**src/rtl/uart_fifo_bridge_if.sv**
```systemverilog
// CPU-side valid/ready register bus used by uart_fifo_bridge.
interface uart_fifo_bridge_if;
  logic        bus_valid;
  logic        bus_ready;
  logic [3:0]  bus_addr;
  logic [31:0] bus_wdata;
  logic [3:0]  bus_wstrb;
  logic [31:0] bus_rdata;

  modport master (
    output bus_valid, bus_addr, bus_wdata, bus_wstrb,
    input  bus_ready, bus_rdata
  );

  modport slave (
    input  bus_valid, bus_addr, bus_wdata, bus_wstrb,
    output bus_ready, bus_rdata
  );
endinterface

```
**src/rtl/uart_fifo_bridge.sv**
```systemverilog
// Buffered UART front-end: RX/TX byte FIFOs between the CPU register bus
// and the uart core port, with STATUS/DATA/CTRL registers and an RX irq.
module uart_fifo_bridge #(
  parameter int unsigned DEPTH = 16,
  parameter int unsigned AW    = 4
) (
  input  logic               r_clk,
  input  logic               rst_n,
  uart_fifo_bridge_if.slave  bus,
  output logic               u_we,
  output logic [31:0]        u_si,
  output logic               u_re,
  input  logic [31:0]        u_so,
  input  logic               u_wa,
  output logic               irq
);

  localparam logic [3:0]  ADDR_STATUS = 4'h0;
  localparam logic [3:0]  ADDR_DATA   = 4'h4;
  localparam logic [3:0]  ADDR_CTRL   = 4'h8;
  localparam logic [AW:0] FULL_CNT    = (AW+1)'(DEPTH);

  typedef enum logic {
    S_IDLE,
    S_HOLD
  } state_e;

  // registered state
  logic          bus_ready_q, bus_ready_d;
  logic [31:0]   bus_rdata_q, bus_rdata_d;
  logic [7:0]    rx_mem_q [DEPTH];
  logic [7:0]    rx_mem_d [DEPTH];
  logic [7:0]    tx_mem_q [DEPTH];
  logic [7:0]    tx_mem_d [DEPTH];
  logic [AW-1:0] rx_wp_q, rx_wp_d, rx_rp_q, rx_rp_d;
  logic [AW-1:0] tx_wp_q, tx_wp_d, tx_rp_q, tx_rp_d;
  logic [AW:0]   rx_cnt_q, rx_cnt_d, tx_cnt_q, tx_cnt_d;
  logic          rx_ovf_q, rx_ovf_d, tx_ovr_q, tx_ovr_d;
  logic          irq_en_q, irq_en_d, irq_q, irq_d;
  state_e        rx_state_q, rx_state_d, tx_state_q, tx_state_d;
  logic          u_re_q, u_re_d, u_we_q, u_we_d;
  logic [7:0]    u_si_q, u_si_d;

  // decoded events for the current cycle
  logic acc, is_wr, sel_status, sel_data, sel_ctrl;
  logic rx_nonempty, rx_full, tx_nonempty, tx_full;
  logic bus_rx_pop, bus_tx_push, ctrl_wr, stat_wr, rx_flush, tx_flush;
  logic rx_fsm_take, tx_fsm_pop;
  logic rx_push, rx_drop, tx_push, tx_drop;

  logic unused_wdata;
  assign unused_wdata = ^bus.bus_wdata[31:8];

  assign bus.bus_ready = bus_ready_q;
  assign bus.bus_rdata = bus_rdata_q;
  assign u_we          = u_we_q;
  assign u_si          = {24'h0, u_si_q};
  assign u_re          = u_re_q;
  assign irq           = irq_q;

  // Bus decode, FIFO bookkeeping, both uart-side FSMs and register updates.
  always_comb begin
    acc         = bus.bus_valid && !bus_ready_q;
    is_wr       = |bus.bus_wstrb;
    sel_status  = (bus.bus_addr == ADDR_STATUS);
    sel_data    = (bus.bus_addr == ADDR_DATA);
    sel_ctrl    = (bus.bus_addr == ADDR_CTRL);

    rx_nonempty = (rx_cnt_q != '0);
    rx_full     = (rx_cnt_q == FULL_CNT);
    tx_nonempty = (tx_cnt_q != '0);
    tx_full     = (tx_cnt_q == FULL_CNT);

    bus_rx_pop  = acc && !is_wr && sel_data && rx_nonempty;
    bus_tx_push = acc && is_wr && sel_data && bus.bus_wstrb[0];
    ctrl_wr     = acc && is_wr && sel_ctrl;
    stat_wr     = acc && is_wr && sel_status;
    rx_flush    = ctrl_wr && bus.bus_wdata[1];
    tx_flush    = ctrl_wr && bus.bus_wdata[2];

    rx_fsm_take = (rx_state_q == S_IDLE) && (u_so != '1);
    tx_fsm_pop  = (tx_state_q == S_IDLE) && tx_nonempty && !u_wa;

    // A pop in the same cycle frees a slot, so a full FIFO can still accept.
    // A concurrent flush discards the byte without flagging an overflow.
    rx_push = rx_fsm_take && (!rx_full || bus_rx_pop) && !rx_flush;
    rx_drop = rx_fsm_take && rx_full && !bus_rx_pop && !rx_flush;
    tx_push = bus_tx_push && (!tx_full || tx_fsm_pop) && !tx_flush;
    tx_drop = bus_tx_push && tx_full && !tx_fsm_pop && !tx_flush;

    // bus handshake and read mux
    bus_ready_d = acc;
    bus_rdata_d = '0;
    if (acc && !is_wr) begin
      unique case (bus.bus_addr)
        ADDR_STATUS: bus_rdata_d = {8'h0, 8'(tx_cnt_q), 8'(rx_cnt_q), 3'b000,
                                    tx_ovr_q, rx_ovf_q, !tx_nonempty, tx_full,
                                    rx_nonempty};
        ADDR_DATA:   bus_rdata_d = rx_nonempty ? {24'h0, rx_mem_q[rx_rp_q]} : '1;
        ADDR_CTRL:   bus_rdata_d = {31'h0, irq_en_q};
        default:     bus_rdata_d = '0;
      endcase
    end

    // RX FIFO
    rx_mem_d = rx_mem_q;
    rx_wp_d  = rx_wp_q;
    rx_rp_d  = rx_rp_q;
    rx_cnt_d = rx_cnt_q;
    if (rx_flush) begin
      rx_wp_d  = '0;
      rx_rp_d  = '0;
      rx_cnt_d = '0;
    end else begin
      if (rx_push) begin
        rx_mem_d[rx_wp_q] = u_so[7:0];
        rx_wp_d           = rx_wp_q + AW'(1);
      end
      if (bus_rx_pop) begin
        rx_rp_d = rx_rp_q + AW'(1);
      end
      rx_cnt_d = rx_cnt_q + (AW+1)'(rx_push) - (AW+1)'(bus_rx_pop);
    end

    // TX FIFO
    tx_mem_d = tx_mem_q;
    tx_wp_d  = tx_wp_q;
    tx_rp_d  = tx_rp_q;
    tx_cnt_d = tx_cnt_q;
    if (tx_flush) begin
      tx_wp_d  = '0;
      tx_rp_d  = '0;
      tx_cnt_d = '0;
    end else begin
      if (tx_push) begin
        tx_mem_d[tx_wp_q] = bus.bus_wdata[7:0];
        tx_wp_d           = tx_wp_q + AW'(1);
      end
      if (tx_fsm_pop) begin
        tx_rp_d = tx_rp_q + AW'(1);
      end
      tx_cnt_d = tx_cnt_q + (AW+1)'(tx_push) - (AW+1)'(tx_fsm_pop);
    end

    // sticky flags: a set event in the same cycle beats the clear
    rx_ovf_d = (rx_ovf_q && !(stat_wr && bus.bus_wdata[3])) || rx_drop;
    tx_ovr_d = (tx_ovr_q && !(stat_wr && bus.bus_wdata[4])) || tx_drop;
    irq_en_d = ctrl_wr ? bus.bus_wdata[0] : irq_en_q;
    irq_d    = irq_en_q && rx_nonempty;

    // RX fill FSM: acknowledge one byte, then give the core a cycle to advance
    rx_state_d = rx_state_q;
    u_re_d     = 1'b0;
    unique case (rx_state_q)
      S_IDLE: if (rx_fsm_take) begin
        u_re_d     = 1'b1;
        rx_state_d = S_HOLD;
      end
      S_HOLD: rx_state_d = S_IDLE;
      default: rx_state_d = S_IDLE;
    endcase

    // TX drain FSM: the head byte is latched into u_si before any flush lands
    tx_state_d = tx_state_q;
    u_we_d     = 1'b0;
    u_si_d     = u_si_q;
    unique case (tx_state_q)
      S_IDLE: if (tx_fsm_pop) begin
        u_we_d     = 1'b1;
        u_si_d     = tx_mem_q[tx_rp_q];
        tx_state_d = S_HOLD;
      end
      S_HOLD: tx_state_d = S_IDLE;
      default: tx_state_d = S_IDLE;
    endcase
  end

  // FIFO storage, no reset needed since pointers and counts gate every read.
  always_ff @(posedge r_clk) begin
    rx_mem_q <= rx_mem_d;
    tx_mem_q <= tx_mem_d;
  end

  // Control state with synchronous active-low reset.
  always_ff @(posedge r_clk) begin
    if (!rst_n) begin
      bus_ready_q <= 1'b0;
      bus_rdata_q <= '0;
      rx_wp_q     <= '0;
      rx_rp_q     <= '0;
      rx_cnt_q    <= '0;
      tx_wp_q     <= '0;
      tx_rp_q     <= '0;
      tx_cnt_q    <= '0;
      rx_ovf_q    <= 1'b0;
      tx_ovr_q    <= 1'b0;
      irq_en_q    <= 1'b0;
      irq_q       <= 1'b0;
      rx_state_q  <= S_IDLE;
      tx_state_q  <= S_IDLE;
      u_re_q      <= 1'b0;
      u_we_q      <= 1'b0;
      u_si_q      <= '0;
    end else begin
      bus_ready_q <= bus_ready_d;
      bus_rdata_q <= bus_rdata_d;
      rx_wp_q     <= rx_wp_d;
      rx_rp_q     <= rx_rp_d;
      rx_cnt_q    <= rx_cnt_d;
      tx_wp_q     <= tx_wp_d;
      tx_rp_q     <= tx_rp_d;
      tx_cnt_q    <= tx_cnt_d;
      rx_ovf_q    <= rx_ovf_d;
      tx_ovr_q    <= tx_ovr_d;
      irq_en_q    <= irq_en_d;
      irq_q       <= irq_d;
      rx_state_q  <= rx_state_d;
      tx_state_q  <= tx_state_d;
      u_re_q      <= u_re_d;
      u_we_q      <= u_we_d;
      u_si_q      <= u_si_d;
    end
  end

endmodule

```
**src/flat_wrapper.sv**
```systemverilog
// flat-port wrapper written by rule: the top's interface ports become plain ports
module uart_fifo_bridge_flat 
#(
  parameter int unsigned DEPTH = 16,
  parameter int unsigned AW    = 4
)
  (r_clk, rst_n, u_we, u_si, u_re, u_so, u_wa, irq, bus_bus_valid, bus_bus_addr, bus_bus_wdata, bus_bus_wstrb, bus_bus_ready, bus_bus_rdata);
  uart_fifo_bridge_if bus_i ();
  input  logic r_clk;
  input  logic rst_n;
  output logic u_we;
  output logic [31:0] u_si;
  output logic u_re;
  input  logic [31:0] u_so;
  input  logic u_wa;
  output logic irq;
  input wire logic [$bits(bus_i.bus_valid)-1:0] bus_bus_valid;
  input wire logic [$bits(bus_i.bus_addr)-1:0] bus_bus_addr;
  input wire logic [$bits(bus_i.bus_wdata)-1:0] bus_bus_wdata;
  input wire logic [$bits(bus_i.bus_wstrb)-1:0] bus_bus_wstrb;
  output wire logic [$bits(bus_i.bus_ready)-1:0] bus_bus_ready;
  output wire logic [$bits(bus_i.bus_rdata)-1:0] bus_bus_rdata;
  assign bus_i.bus_valid = bus_bus_valid;
  assign bus_i.bus_addr = bus_bus_addr;
  assign bus_i.bus_wdata = bus_bus_wdata;
  assign bus_i.bus_wstrb = bus_bus_wstrb;
  assign bus_bus_ready = bus_i.bus_ready;
  assign bus_bus_rdata = bus_i.bus_rdata;
  uart_fifo_bridge #(.DEPTH(DEPTH), .AW(AW)) u_core (.r_clk(r_clk), .rst_n(rst_n), .bus(bus_i), .u_we(u_we), .u_si(u_si), .u_re(u_re), .u_so(u_so), .u_wa(u_wa), .irq(irq));
endmodule
```
**config.mk**
```make
export PLATFORM = sky130hd
export DESIGN_NAME = uart_fifo_bridge_flat
export DESIGN_NICKNAME = d
export VERILOG_FILES = /design/src/rtl/uart_fifo_bridge_if.sv /design/src/rtl/uart_fifo_bridge.sv /design/src/flat_wrapper.sv
export SDC_FILE = /design/constraint.sdc
export NUM_CORES = 1
export LEC_CHECK = 0
export ABC_CLOCK_PERIOD_IN_PS = 7200
export CAP_MARGIN = 20
export CORE_MARGIN = 2
export CORE_UTILIZATION = 40
export DETAILED_ROUTE_END_ITERATION = 7
export GPL_ROUTABILITY_DRIVEN = 0
export PLACE_DENSITY = 0.63
export SYNTH_ARGS = -nofsm -noshare
export SYNTH_HDL_FRONTEND = slang
export SYNTH_SLANG_ARGS = --single-unit
```
**constraint.sdc**
```tcl
create_clock -name r_clk -period 7.2 [get_ports r_clk]
set_input_delay 1.44 -clock r_clk [delete_from_list [all_inputs] [get_ports r_clk]]
set_output_delay 1.44 -clock r_clk [all_outputs]
set_load 0.005 [all_outputs]
```
After elaboration in Yosys (flattened, before gate mapping)
Cells that the tools add are included.
{"block": "op_classes", "add_sub_neg": 8, "multipliers": 0, "div": 0, "magnitude_cmp": 6, "eq_ne": 5, "shifts": 0, "n_mux": 18, "bitwise_logic": 9, "n_reduce_logical": 59}
{"cell": "bitwise mux 128 bit", "count": 2}
{"cell": "one-hot mux 32 bit (3 select lines)", "count": 1}
{"cell": "binary-select mux 8 bit (select 4 bit)", "count": 2}
{"cell": "demux 8 bit (select 4 bit)", "count": 2}
{"cell": "two-way mux 8 bit", "count": 6}
{"cell": "two-way mux 32 bit", "count": 1}
{"cell": "!= test 32 bit, second input constant", "count": 1}
{"cell": "logical AND 1 bit", "count": 31}
{"cell": "greater-or-equal comparator 5 bit, second input constant", "count": 4}
{"cell": "inverter 4 -> 5 bit", "count": 4}
{"cell": "adder 4 x 1 -> 4 bit, second input constant", "count": 4}
{"cell": "zero test 1 bit", "count": 12}
{"cell": "adder 5 x 1 -> 5 bit", "count": 2}
{"cell": "equality test 5 bit, second input constant", "count": 2}
{"cell": "< comparator 5 x 1 -> 1 bit, second input constant", "count": 2}
{"cell": "nonzero test 5 bit", "count": 2}
{"cell": "subtractor 5 x 1 -> 5 bit", "count": 2}
{"cell": "AND reduction 2 bit", "count": 4}
{"cell": "OR reduction 2 bit", "count": 4}
{"cell": "inverter 1 bit", "count": 5}
{"cell": "equality test 4 x 3 -> 1 bit, second input constant", "count": 1}
{"cell": "equality test 4 bit, second input constant", "count": 1}
{"cell": "zero test 4 bit", "count": 1}
{"cell": "logical OR 1 bit", "count": 4}
{"cell": "other kinds (3)", "count": 5}
{"block": "totals", "regBits": 331, "latchBits": 0, "mem_bits_rw": 0, "romBits": 0, "inputBits": 76, "out_inout_bits": 68, "wordCells": 154, "mem_count": 0}

Depth between registers and ports, before layout
Gate-level depths: netlist of run 1.
{"block": "logic_depth", "depth_word": 10, "mapped_depth": 15, "mapped_depth_nobuf": 14}

Worst setup path before layout of run 1
OpenSTA, ideal clock, no wires.
{"block": "synth_timing", "path_type": "input port to flip-flop", "startpoint": "input bus_bus_addr[2]", "endpoint": "register u_core.rx_cnt_q[4]", "setup_ps": 128, "arrival_ps": 3688, "required_ps": 7072, "path_slack_ps": 3384, "stages": 13, "path_buffers": 2, "path_cell_list": "nor4b_1 > nand4_1 > and2_4 > and2_4 > buf_8 > buf_8 > ha_1 > fa_1 > a21oi_1 > nor2_1 > nor2_1 > xnor2_1 > nor2_1"}
{"block": "synth_via", "elab_chain_len": 8, "elab_cells_between_ends": 13, "cone_classes": "add/sub: 2; eq/ne: 2; reduce/logical: 9"}
{"item": "start, declared", "line": "flat_wrapper.sv:18", "rtl": "input wire logic [$bits(bus_i.bus_addr)-1:0] bus_bus_addr;"}
{"item": "equality test 4 x 3 -> 1 bit", "line": "uart_fifo_bridge.sv:66", "rtl": "sel_data = (bus.bus_addr == ADDR_DATA);"}
{"item": "logical AND 1 bit (2 in a row)", "line": "uart_fifo_bridge.sv:74", "rtl": "bus_rx_pop = acc && !is_wr && sel_data && rx_nonempty;"}
{"item": "logical OR 1 bit", "line": "uart_fifo_bridge.sv:86", "rtl": "rx_push = rx_fsm_take && (!rx_full || bus_rx_pop) && !rx_flush;"}
{"item": "logical AND 1 bit", "line": "uart_fifo_bridge.sv:86"}
{"item": "logical AND 1 bit *", "line": "uart_fifo_bridge.sv:86"}
{"item": "via u_core.rx_push", "line": "uart_fifo_bridge.sv:49", "rtl": "logic rx_push, rx_drop, tx_push, tx_drop;"}
{"item": "adder 5 x 1 -> 5 bit *", "line": "uart_fifo_bridge.sv:122", "rtl": "rx_cnt_d = rx_cnt_q + (AW+1)'(rx_push) - (AW+1)'(bus_rx_pop);"}
{"item": "subtractor 5 x 1 -> 5 bit *", "line": "uart_fifo_bridge.sv:122"}
{"item": "end signal, assigned", "line": "uart_fifo_bridge.sv:209", "rtl": "rx_cnt_q <= rx_cnt_d;"}
{"item": "end, declared", "line": "uart_fifo_bridge.sv:37", "rtl": "logic [AW:0] rx_cnt_q, rx_cnt_d, tx_cnt_q, tx_cnt_d;"}
Mark *: on every way through the listed nets, which the timed path passes. The rest lies on a longest branch.
A chain may end at the register's enable or synchronous reset.

Final worst setup path of run 1
{"block": "layout_timing", "startpoint": "input u_so[1]", "endpoint": "register u_core.rx_cnt_q[4]"}
{"block": "layout_via", "elab_chain_len": 6}
{"item": "start, declared", "line": "flat_wrapper.sv:14", "rtl": "input logic [31:0] u_so;"}
{"item": "!= test 32 bit", "line": "uart_fifo_bridge.sv:81", "rtl": "rx_fsm_take = (rx_state_q == S_IDLE) && (u_so != '1);"}
{"item": "logical AND 1 bit", "line": "uart_fifo_bridge.sv:81"}
{"item": "logical AND 1 bit (2 in a row)", "line": "uart_fifo_bridge.sv:86"}
{"item": "adder 5 x 1 -> 5 bit", "line": "uart_fifo_bridge.sv:122"}
{"item": "subtractor 5 x 1 -> 5 bit", "line": "uart_fifo_bridge.sv:122"}
Every way passes these cells.

==> results_dict.tcl, run 1 <==
set metrics [dict create \
    wl_per_cell_um 20.9 \
    p_total_mw 4.70 \
    antenna_found_initial 0 \
    crit_path_end_kind "flip-flop" \
    synth_xor_area_share_pct 1.08 \
    drive_gt1_share_pct 17.5 \
    fin_setup_tns_ns 0 \
    antenna_cells 0 \
    ant_nets 0 \
    power_density_nw_per_um2 306 \
    cts_buffer_depth 3 \
    use_met1_pct 24.2 \
    synth_warnings 0 \
    fp-row-count 65 \
    crit_type "in -> reg" \
    tightest_slew_ns 1.07 \
    grt_use_total_pct 16.5 \
    rsz0062_at_grt "no" \
    hold_viol 0 \
    grt_pass1_wl_mm 41.4 \
    min_period_ns 4.31 \
    synth_compound_area_share_pct 4.64 \
    synth_ff_type "edfxtp_1" \
    setup_violations 0 \
    max_clock_freq_mhz 232 \
    cts.repair.resized 0 \
    vias 6877 \
    route.detailed.drc 0 \
    yosysSeqAreaShare_pct 68.6 \
    synth-simple-area-share_pct 7.05 \
    wirelength_mm 27.4 \
    skew_ns 0.0206 \
    syn2layout_area_growth_pct 18.8 \
    layout_worst_path_cycle_share_pct 59.8 \
    chipHeight_um 184 \
    synth.distinct_cells 56 \
    post_cts_buffers 0 \
    die_w_um 184 \
    drv_slew 0 \
    synthMuxAreaShare_pct 11.9 \
    synth_fa_ha_area_share_pct 2.43 \
    slew_headroom_pct 27.1 \
    nFillCells 2621 \
    hold_buffers 0 \
    clk_pin_slew_ns 0.06 \
    clk_latency_ns 0.54 \
    p_sw_mw 1.19 \
    mostFrequentLayoutCells "edfxtp_1 (256), clkdlybuf4s50_1 (95), nor2_1 (63), mux4_2 (61), dfxtp_1 (57)" \
    final_nets 981 \
    p_int_mw 3.51 \
    critPathLaunchType "primary input" \
    core_area_um2 31700 \
    multi_input_area_um2 3600 \
    synthArstFlopShare_pct 0 \
    comb_power_share_pct 16.0 \
    grt-busiest-layer "met2" \
    cp_max_fo 19 \
    synth_edf_count 256 \
    synth_top_family_by_area "multiplexers" \
    irDropWorstVdd_uv 176 \
    dr.pass1.iters 7 \
    overflow 0 \
    initial_core_util_pct 40.8 \
    syn-mean-instance-area_um2 16.5 \
    io_pins 144 \
    maxCapViolCount 0 \
    vias_per_cell 5.25 \
    numCtsBuffers 35 \
    power_leakage_nw 5.16 \
    syn_inst 784 \
    dpl.hpwl_mm 17.5 \
    die_area_um2 33800 \
    first_global_vias 6760 \
    yosys_register_bits 316 \
    switching_share_pct 25.4 \
    hp-class "reg -> reg" \
    grt_max_degree 39 \
    met3_usage_pct 2.60 \
    cts_root_buf "clkbuf_16" \
    clock_power_share_pct 39.3 \
    cts_tree "done" \
    required_ns 7.61 \
    status "complete, no violations" \
    cts_sinks 316 \
    portBuffers 95 \
    pwr-share-seq_pct 44.7 \
    timing.hold.ws_ns 0.469 \
    cp.arrival_ns 4.72 \
    drt_iter0_drc 553 \
    register_area_um2 8890 \
    final_common_cell "edfxtp_1" \
    use_met2_pct 25.4 \
    htree_levels 2 \
    synth_area_um2 13000 \
]
[stage by stage]
step                setup WS (ns)  cells  cell area (um2)  utilization, %
finish                       2.89   1310            15400            48.5
floorplan                    3.38    807            13000               -
global route                 2.73   1310            15400            48.5
global placement             2.45   1246            14200            44.6
detailed placement           2.40   1246            14200            44.6
CTS                          2.92   1310            15400            48.5
[critical path, cell delays in order]
cell	delay, ns
clkdlybuf4s50_1	0.96
nand4_1	0.16
nor4_1	0.34
a21oi_1	0.34
and2_4	0.31
ha_1	0.24
fa_1	0.41
a21oi_1	0.17
nor2_1	0.06
nor2_1	0.11
xnor2_1	0.13
nor2_1	0.05
[cell usage after synthesis (all sizes together) (8+ instances only)]
cell type    n  share of area [%]
edfxtp     256                 59
nor2        63                1.8
mux4        61                 11
dfxtp       60                9.3
buf         53                2.9
nand2       28               0.83
inv         24               0.70
ha          22                2.1
clkbuf      21               0.61
and3        20                1.0
a22o        16                1.1
mux2i       16                1.2
nand4       16               0.77
a21o        13               0.75
nor3        11               0.42
a21oi        9               0.35
xor2         9               0.61
nand3        8               0.31
o22ai        8               0.39
[path summary, 6_finish.rpt]
path	startpoint	endpoint	slack, ns	cells after the start
worst min register to register	u_core.tx_ovr_q	u_core.tx_ovr_q	0.47	2
worst max-delay path	u_so[1]	u_core.rx_cnt_q[4]	2.89	12
worst max register to register	u_core.tx_cnt_q[2]	u_core.tx_mem_q[76]	4.22	6
worst min-delay path	u_core.tx_ovr_q	u_core.tx_ovr_q	0.47	2
[state kept, by name, summed over array words and instances, names as in the netlist, 4 cells and up]
register              count
u_core.tx_rp_q            4
u_core.tx_mem_q         128
u_core.rx_cnt_q           5
u_core.tx_cnt_q           5
u_core.u_si_q             8
u_core.bus.bus_rdata     19
u_core.rx_wp_q            4
u_core.tx_wp_q            4
u_core.rx_rp_q            4
u_core.rx_mem_q         128
[area by class of cell]
cell class                 instances  share of cell area, %
multi-input combinational        393                   23.4
clock inverter                    20                   1.66
inverter                          24                  0.585
clock buffer                      44                   6.31
timing repair buffer             111                   6.96
sequential                       316                   57.8
tap                              402                   3.27
[metal layers]
layer / part of all wire [%] / wire length, um / up-vias
met5: 0 / 0 / -
met1: 46 / 12600 / 3439
met2: 46 / 12600 / 223
met4: 2.0 / 549 / 0
li1: - / - / 3175
met3: 6.2 / 1700 / 40
[kinds of logic (layout without fill, tap and decap cells)]
group / Yosys count / in the layout
other cells: 1 / 24
xor+xnor: 16 / 16
flops: 316 / 316
mux: 78 / 78
fa+ha+maj: 24 / 24
buf+inv: 98 / 199
simple gates: 177 / 177
compound gates: 74 / 74
[power by group through the flow]
| stage | sequential (mW) | combinational, mW | clock, mW |
|---|---|---|---|
| 2_1_floorplan | 2.13 | 0.543 | 0 |
| 3_3_place_gp | 2.14 | 0.752 | 0 |
| 3_5_place_dp | 2.14 | 0.757 | 0 |
| 4_1_cts | 2.10 | 0.760 | 1.88 |
| 5_1_grt | 2.11 | 0.828 | 1.96 |
| 6_report | 2.10 | 0.752 | 1.85 |
Note: power is estimated with default switching activity, not from simulation.
==> run 2: changes to the inputs <==
ABC_CLOCK_PERIOD_IN_PS = 4270   (was 7200)
clock period = 4.27 ns   (was 7.2 ns; I/O delays follow)
==> run 2 against run 1 <==
Count of clock-buffer cells in the layout increased by 8. First-iteration DRC count fell by 6.3%. Die area unchanged. Sequential cell count stayed put. Highest routed layer unchanged. Critical path depth unchanged. Global-route usage up 0.12 points. Combinational power increased by 62%. Critical path type unchanged.
==> results_dict.tcl, run 2 (synthesis results as in run 1) <==
set metrics [dict create \
    vias_per_cell 5.26 \
    fp-row-count 65 \
    dpl.cell_count 1277 \
    die_area_um2 33800 \
    io_pins 144 \
    cts_sinks 316 \
    die_w_um 184 \
    rsz0062_at_grt "no" \
    overflow 0 \
    cp.depth 12 \
    drive_gt1_share_pct 19.7 \
    rr_startpoint "u_core.rx_rp_q[0]" \
    setup_violations 0 \
    wirelength_mm 27.6 \
    post_cts_buffers 0 \
    status "complete, no violations" \
    r2r_slack_ns 1.33 \
    crit_chain "clkdlybuf4s50_1 -> nand4_1 -> nor4_1 -> a21oi_1 -> and2_4 -> ha_1 -> fa_1 -> a21oi_1 -> nor2_1 -> nor2_1 -> xnor2_1 -> nor2_1" \
    ant_nets 0 \
    max_clock_freq_mhz 296 \
    cp_slowest_cell "clkdlybuf4s50_1" \
    slew_headroom_pct 17.9 \
    p_total_mw 7.69 \
    route.detailed.drc 0 \
    dr.pass1.iters 4 \
    skew_ns 0.0247 \
    met2_length_mm 12.8 \
    clk_pin_slew_ns 0.06 \
    crit_top_cell "nor2_1" \
    crit_path_end_kind "flip-flop" \
    wl_per_cell_um 20.6 \
    slowest_delay_ns 0.59 \
    maxCapViolCount 0 \
    cp.arrival_ns 3.78 \
    initial_core_util_pct 40.8 \
    final_common_cell "edfxtp_1" \
    rr_endpoint "u_core.bus.bus_rdata[2]" \
    worstRegToRegCells 5 \
    cts_tree "done" \
    grt_max_degree 36 \
    hold-path-endpoint "u_core.tx_ovr_q" \
    cts_buffer_depth 3 \
    htree_levels 2 \
    cts.repair.resized 0 \
    cp_max_fo 2 \
    crit_family "simple AND/OR/NAND/NOR gates" \
    drt_iter0_drc 518 \
    dr_wl_met3_mm 1.61 \
    worst-path-buf-inv 1 \
    core_area_um2 31700 \
    fin_setup_tns_ns 0 \
    highest_layer "met4" \
    grt_pass1_wl_mm 42.0 \
    irDropWorstVdd_uv 311 \
    routedLengthMet1_mm 12.4 \
    hold_viol 0 \
    finalNonFillerCells 1341 \
    first_global_vias 7045 \
    critPathLaunchType "primary input" \
    drv_slew 0 \
    syn2layout_area_growth_pct 19.7 \
    layout_worst_path_cycle_share_pct 79.1 \
    timing.hold.ws_ns 0.471 \
    hold_path_depth 2 \
    hp-class "reg -> reg" \
    hold_buffers 0 \
    cts_root_buf "clkbuf_16" \
    numCtsBuffers 35 \
    dpl.hpwl_mm 18.5 \
    antenna_found_initial 1 \
    clk_latency_ns 0.51 \
    tightest_slew_ns 1.20 \
    crit_type "in -> reg" \
    power_leakage_nw 5.26 \
    portBuffers 95 \
    min-delay-start "u_core.tx_ovr_q" \
    power_density_nw_per_um2 496 \
    antenna_cells 0 \
    required_ns 4.67 \
    mostFrequentLayoutCells "edfxtp_1 (256), clkdlybuf4s50_1 (95), nor2_1 (63), mux4_2 (61), dfxtp_1 (57)" \
    min_period_ns 3.38 \
    final_nets 1012 \
    chipHeight_um 184 \
    grt_use_total_pct 16.6 \
    vias 7058 \
]
==> run 2: cell types whose count changed in the layout (fill, tap and decap cells not counted), sizes merged <==
cell	change
bufinv	-3
clkinv	-4
inv	-1
clkbuf	+8
buf	+31
==> run 2: through the flow <==
stage                     instance area [um2]  worst slack [ns]  utilization [%]
final                                   15500             0.893             48.9
after global routing                    15500             0.707             48.9
after CTS                               15500             0.826             48.9
after detailed placement                14400             0.306             45.4
after global placement                  14400             0.283             45.4
after floorplan                         13000              1.04                -
==> run 2: layout make-up <==
cell class | instances | area (um2)
Fill cell | 2655 | 16200
Clock inverter | 12 | 77.6
Sequential cell | 316 | 8890
Clock buffer | 52 | 1040
Timing Repair Buffer | 142 | 1300
Tap cell | 402 | 503
Inverter | 24 | 90.1
Multi-Input combinational cell | 393 | 3600
==> run 2: per-layer routing <==
| layer | global-route usage [%] | up-vias |
|---|---|---|
| li1 | - | 3247 |
| met1 | 23.4 | 3513 |
| met2 | 26.0 | 242 |
| met3 | 2.75 | 56 |
| met4 | 6.08 | 0 |
| met5 | 0 | - |
==> run 2: how the worst max path moves through the flow <==
stage                         start                  to  slack (ns)
global placement           u_so[23]  u_core.rx_cnt_q[4]        0.28
finish                     u_so[23]  u_core.rx_cnt_q[4]        0.89
CTS                        u_so[23]  u_core.rx_cnt_q[4]        0.83
detailed placement         u_so[23]  u_core.rx_cnt_q[4]        0.31
floorplan           bus_bus_addr[2]  u_core.rx_cnt_q[4]        1.04
global route               u_so[23]  u_core.rx_cnt_q[4]        0.71
==> run 2: worst register-to-register path, delay by kind of cell (launching register included) <==
kind             cells  cell delay [ns]
AO/OA/AOI/OAI        2             1.15
AND/OR/NAND/NOR      1             0.07
multiplexers         2             0.75
flip-flops           1             0.82
==> run 2: power by group <==
part / leakage [nW] / internal, mW / switching [mW]
combinational: 1.92 / 0.625 / 0.600
sequential: 2.80 / 3.47 / 0.148
clock: 0.551 / 1.69 / 1.16
total: 5.26 / 5.78 / 1.91
==> run 3: changes to the inputs <==
ABC_CLOCK_PERIOD_IN_PS = 3400   (was 4270)
clock period = 3.4 ns   (was 4.27 ns; I/O delays follow)
==> run 3 against run 2 <==
Setup slack got worse by 0.54 ns. Sequential power rose by 23%. Via count up 1.1%. Design area increased by 2.2%. Critical path depth is 2 higher. Non-clock buffer count grew 26. Core utilization rose by 1.1 points. Critical endpoint unchanged. Clock skew down 0.0050 ns.
==> results_dict.tcl, run 3 (synthesis results as in run 1) <==
set metrics [dict create \
    numCtsBuffers 34 \
    die_area_um2 33800 \
    vias_per_cell 5.23 \
    drv_slew 0 \
    clk_pin_slew_ns 0.06 \
    clk_latency_ns 0.52 \
    grt_pass1_wl_mm 42.3 \
    tightest_slew_ns 0.736 \
    slowest_delay_ns 0.53 \
    critPathLaunchType "primary input" \
    cts.repair.resized 0 \
    maxCapViolCount 0 \
    min_period_ns 3.04 \
    crit_family "buffers and inverters" \
    p_int_mw 7.32 \
    cts_tree "done" \
    syn2layout_area_growth_pct 22.4 \
    required_ns 3.80 \
    rsz0062_at_grt "no" \
    route.detailed.drc 0 \
    die_w_um 184 \
    power_density_nw_per_um2 615 \
    finalNonFillerCells 1364 \
    portBuffers 95 \
    pwr-share-seq_pct 45.7 \
    timing.hold.ws_ns 0.471 \
    layout_worst_path_cycle_share_pct 89.5 \
    initial_core_util_pct 40.8 \
    hp-class "reg -> reg" \
    antenna_found_initial 1 \
    skew_ns 0.0197 \
    final_nets 1037 \
    startpoint "u_so[23]" \
    antenna_cells 0 \
    max_clock_freq_mhz 328 \
    cts_root_buf "clkbuf_16" \
    grt_use_total_pct 16.6 \
    dpl.cell_count 1302 \
    nFillCells 2586 \
    hold_buffers 0 \
    crit_type "in -> reg" \
    fp-row-count 65 \
    worst-path-buf-inv 3 \
    worstRegToRegCells 13 \
    final_common_cell "edfxtp_1" \
    slew_headroom_pct 49.7 \
    crit_path_end_kind "flip-flop" \
    drt_iter0_drc 531 \
    cp_max_fo 2 \
    cts_sinks 316 \
    switching_share_pct 24.9 \
    first_global_vias 7131 \
    drive_gt1_share_pct 21.4 \
    dpl.hpwl_mm 18.4 \
    mostFrequentLayoutCells "edfxtp_1 (256), clkdlybuf4s50_1 (95), nor2_1 (63), buf_4 (62), mux4_2 (61)" \
    pre_cts_ws_ns -0.217 \
    crit_top_cell "nor2_1" \
    cts_buffer_depth 3 \
    p_sw_mw 2.42 \
    crit_chain "clkdlybuf4s50_1 -> nand4_1 -> buf_4 -> nor4_1 -> buf_4 -> a21oi_1 -> and2_4 -> ha_1 -> fa_1 -> a21oi_1 -> nor2_1 -> nor2_1 -> xnor2_1 -> nor2_1" \
    hold_viol 0 \
    rr_endpoint "u_core.rx_cnt_q[4]" \
    r2r_slack_ns 0.69 \
    wirelength_mm 27.4 \
    fin_ws_ns 0.355 \
    htree_levels 2 \
    multi_input_area_um2 3600 \
    wl_per_cell_um 20.1 \
    status "complete, no violations" \
    irDropWorstVdd_uv 339 \
    p_total_mw 9.75 \
    rr_startpoint "u_core.rx_cnt_q[2]" \
    power_leakage_nw 5.42 \
    setup_violations 0 \
    io_pins 144 \
    dr.pass1.iters 5 \
    cp.arrival_ns 3.45 \
    register_area_um2 8890 \
    post_cts_buffers 0 \
    cp_slowest_cell "clkdlybuf4s50_1" \
    ant_nets 0 \
    overflow 0 \
    crit_path_end "u_core.rx_cnt_q[4]" \
    core_area_um2 31700 \
    grt_max_degree 36 \
    vias 7134 \
    comb_power_share_pct 17.0 \
    clock_power_share_pct 37.3 \
    cp.depth 14 \
    chipHeight_um 184 \
]
==> run 3: power by group through the flow <==
stage	combinational [mW]	sequential [mW]	clock (mW)
after floorplan	1.15	4.51	0
after CTS	1.68	4.46	3.72
after detailed placement	1.67	4.54	0
after global routing	1.84	4.48	3.88
after global placement	1.64	4.54	0
final	1.65	4.46	3.64
==> run 3: layout make-up <==
class	instances	share of cell area [%]
clock buffers	43	5.71
flip-flops and latches	316	56.1
clock inverters	18	1.35
multi-input cells	393	22.7
inverters	24	0.568
repair buffers	168	10.4
well taps	402	3.17
==> run 3: worst min-delay path by stage <==
| stage | start | end | slack (ns) | depth (start not counted) |
|---|---|---|---|---|
| 2_1_floorplan | u_core.tx_ovr_q | u_core.tx_ovr_q | 0.44 | 2 |
| 3_3_place_gp | u_core.u_si_q[3] | u_core.u_si_q[3] | 0.45 | 2 |
| 3_5_place_dp | u_core.tx_ovr_q | u_core.tx_ovr_q | 0.46 | 2 |
| 4_1_cts | u_core.tx_ovr_q | u_core.tx_ovr_q | 0.47 | 2 |
| 5_1_grt | u_core.tx_ovr_q | u_core.tx_ovr_q | 0.49 | 2 |
| 6_report | u_core.u_si_q[3] | u_core.u_si_q[3] | 0.47 | 2 |
==> run 3: worst reg2reg max path, stage by stage, from the launching register on <==
cell      delay (ns)
dfxtp_1         0.33
inv_1           0.08
ha_1            0.16
nor3b_1         0.38
o311ai_4        0.18
and2_4          0.17
and2_4          0.15
ha_1            0.22
fa_1            0.40
a21oi_1         0.17
nor2_1          0.06
nor2_1          0.11
xnor2_1         0.12
nor2_1          0.05
==> run 3: layer usage <==
| layer | share of wire (%) | vias up | track usage (%) | routed length [um] |
|---|---|---|---|---|
| met5 | 0 | - | 0 | 0 |
| met4 | 2.0 | 0 | 4.35 | 536 |
| met3 | 5.2 | 40 | 2.67 | 1420 |
| met2 | 47 | 216 | 26.3 | 12900 |
| met1 | 46 | 3579 | 24.1 | 12600 |
| li1 | - | 3299 | - | - |
==> run 3: metrics by stage <==
step | util (%) | setup TNS (ns) | cell area [um2]
finish | 50.0 | 0 | 15900
floorplan | - | 0 | 13000
global route | 50.0 | 0 | 15900
detailed placement | 46.4 | -0.462 | 14700
global placement | 46.4 | -0.179 | 14700
CTS | 49.9 | 0 | 15800
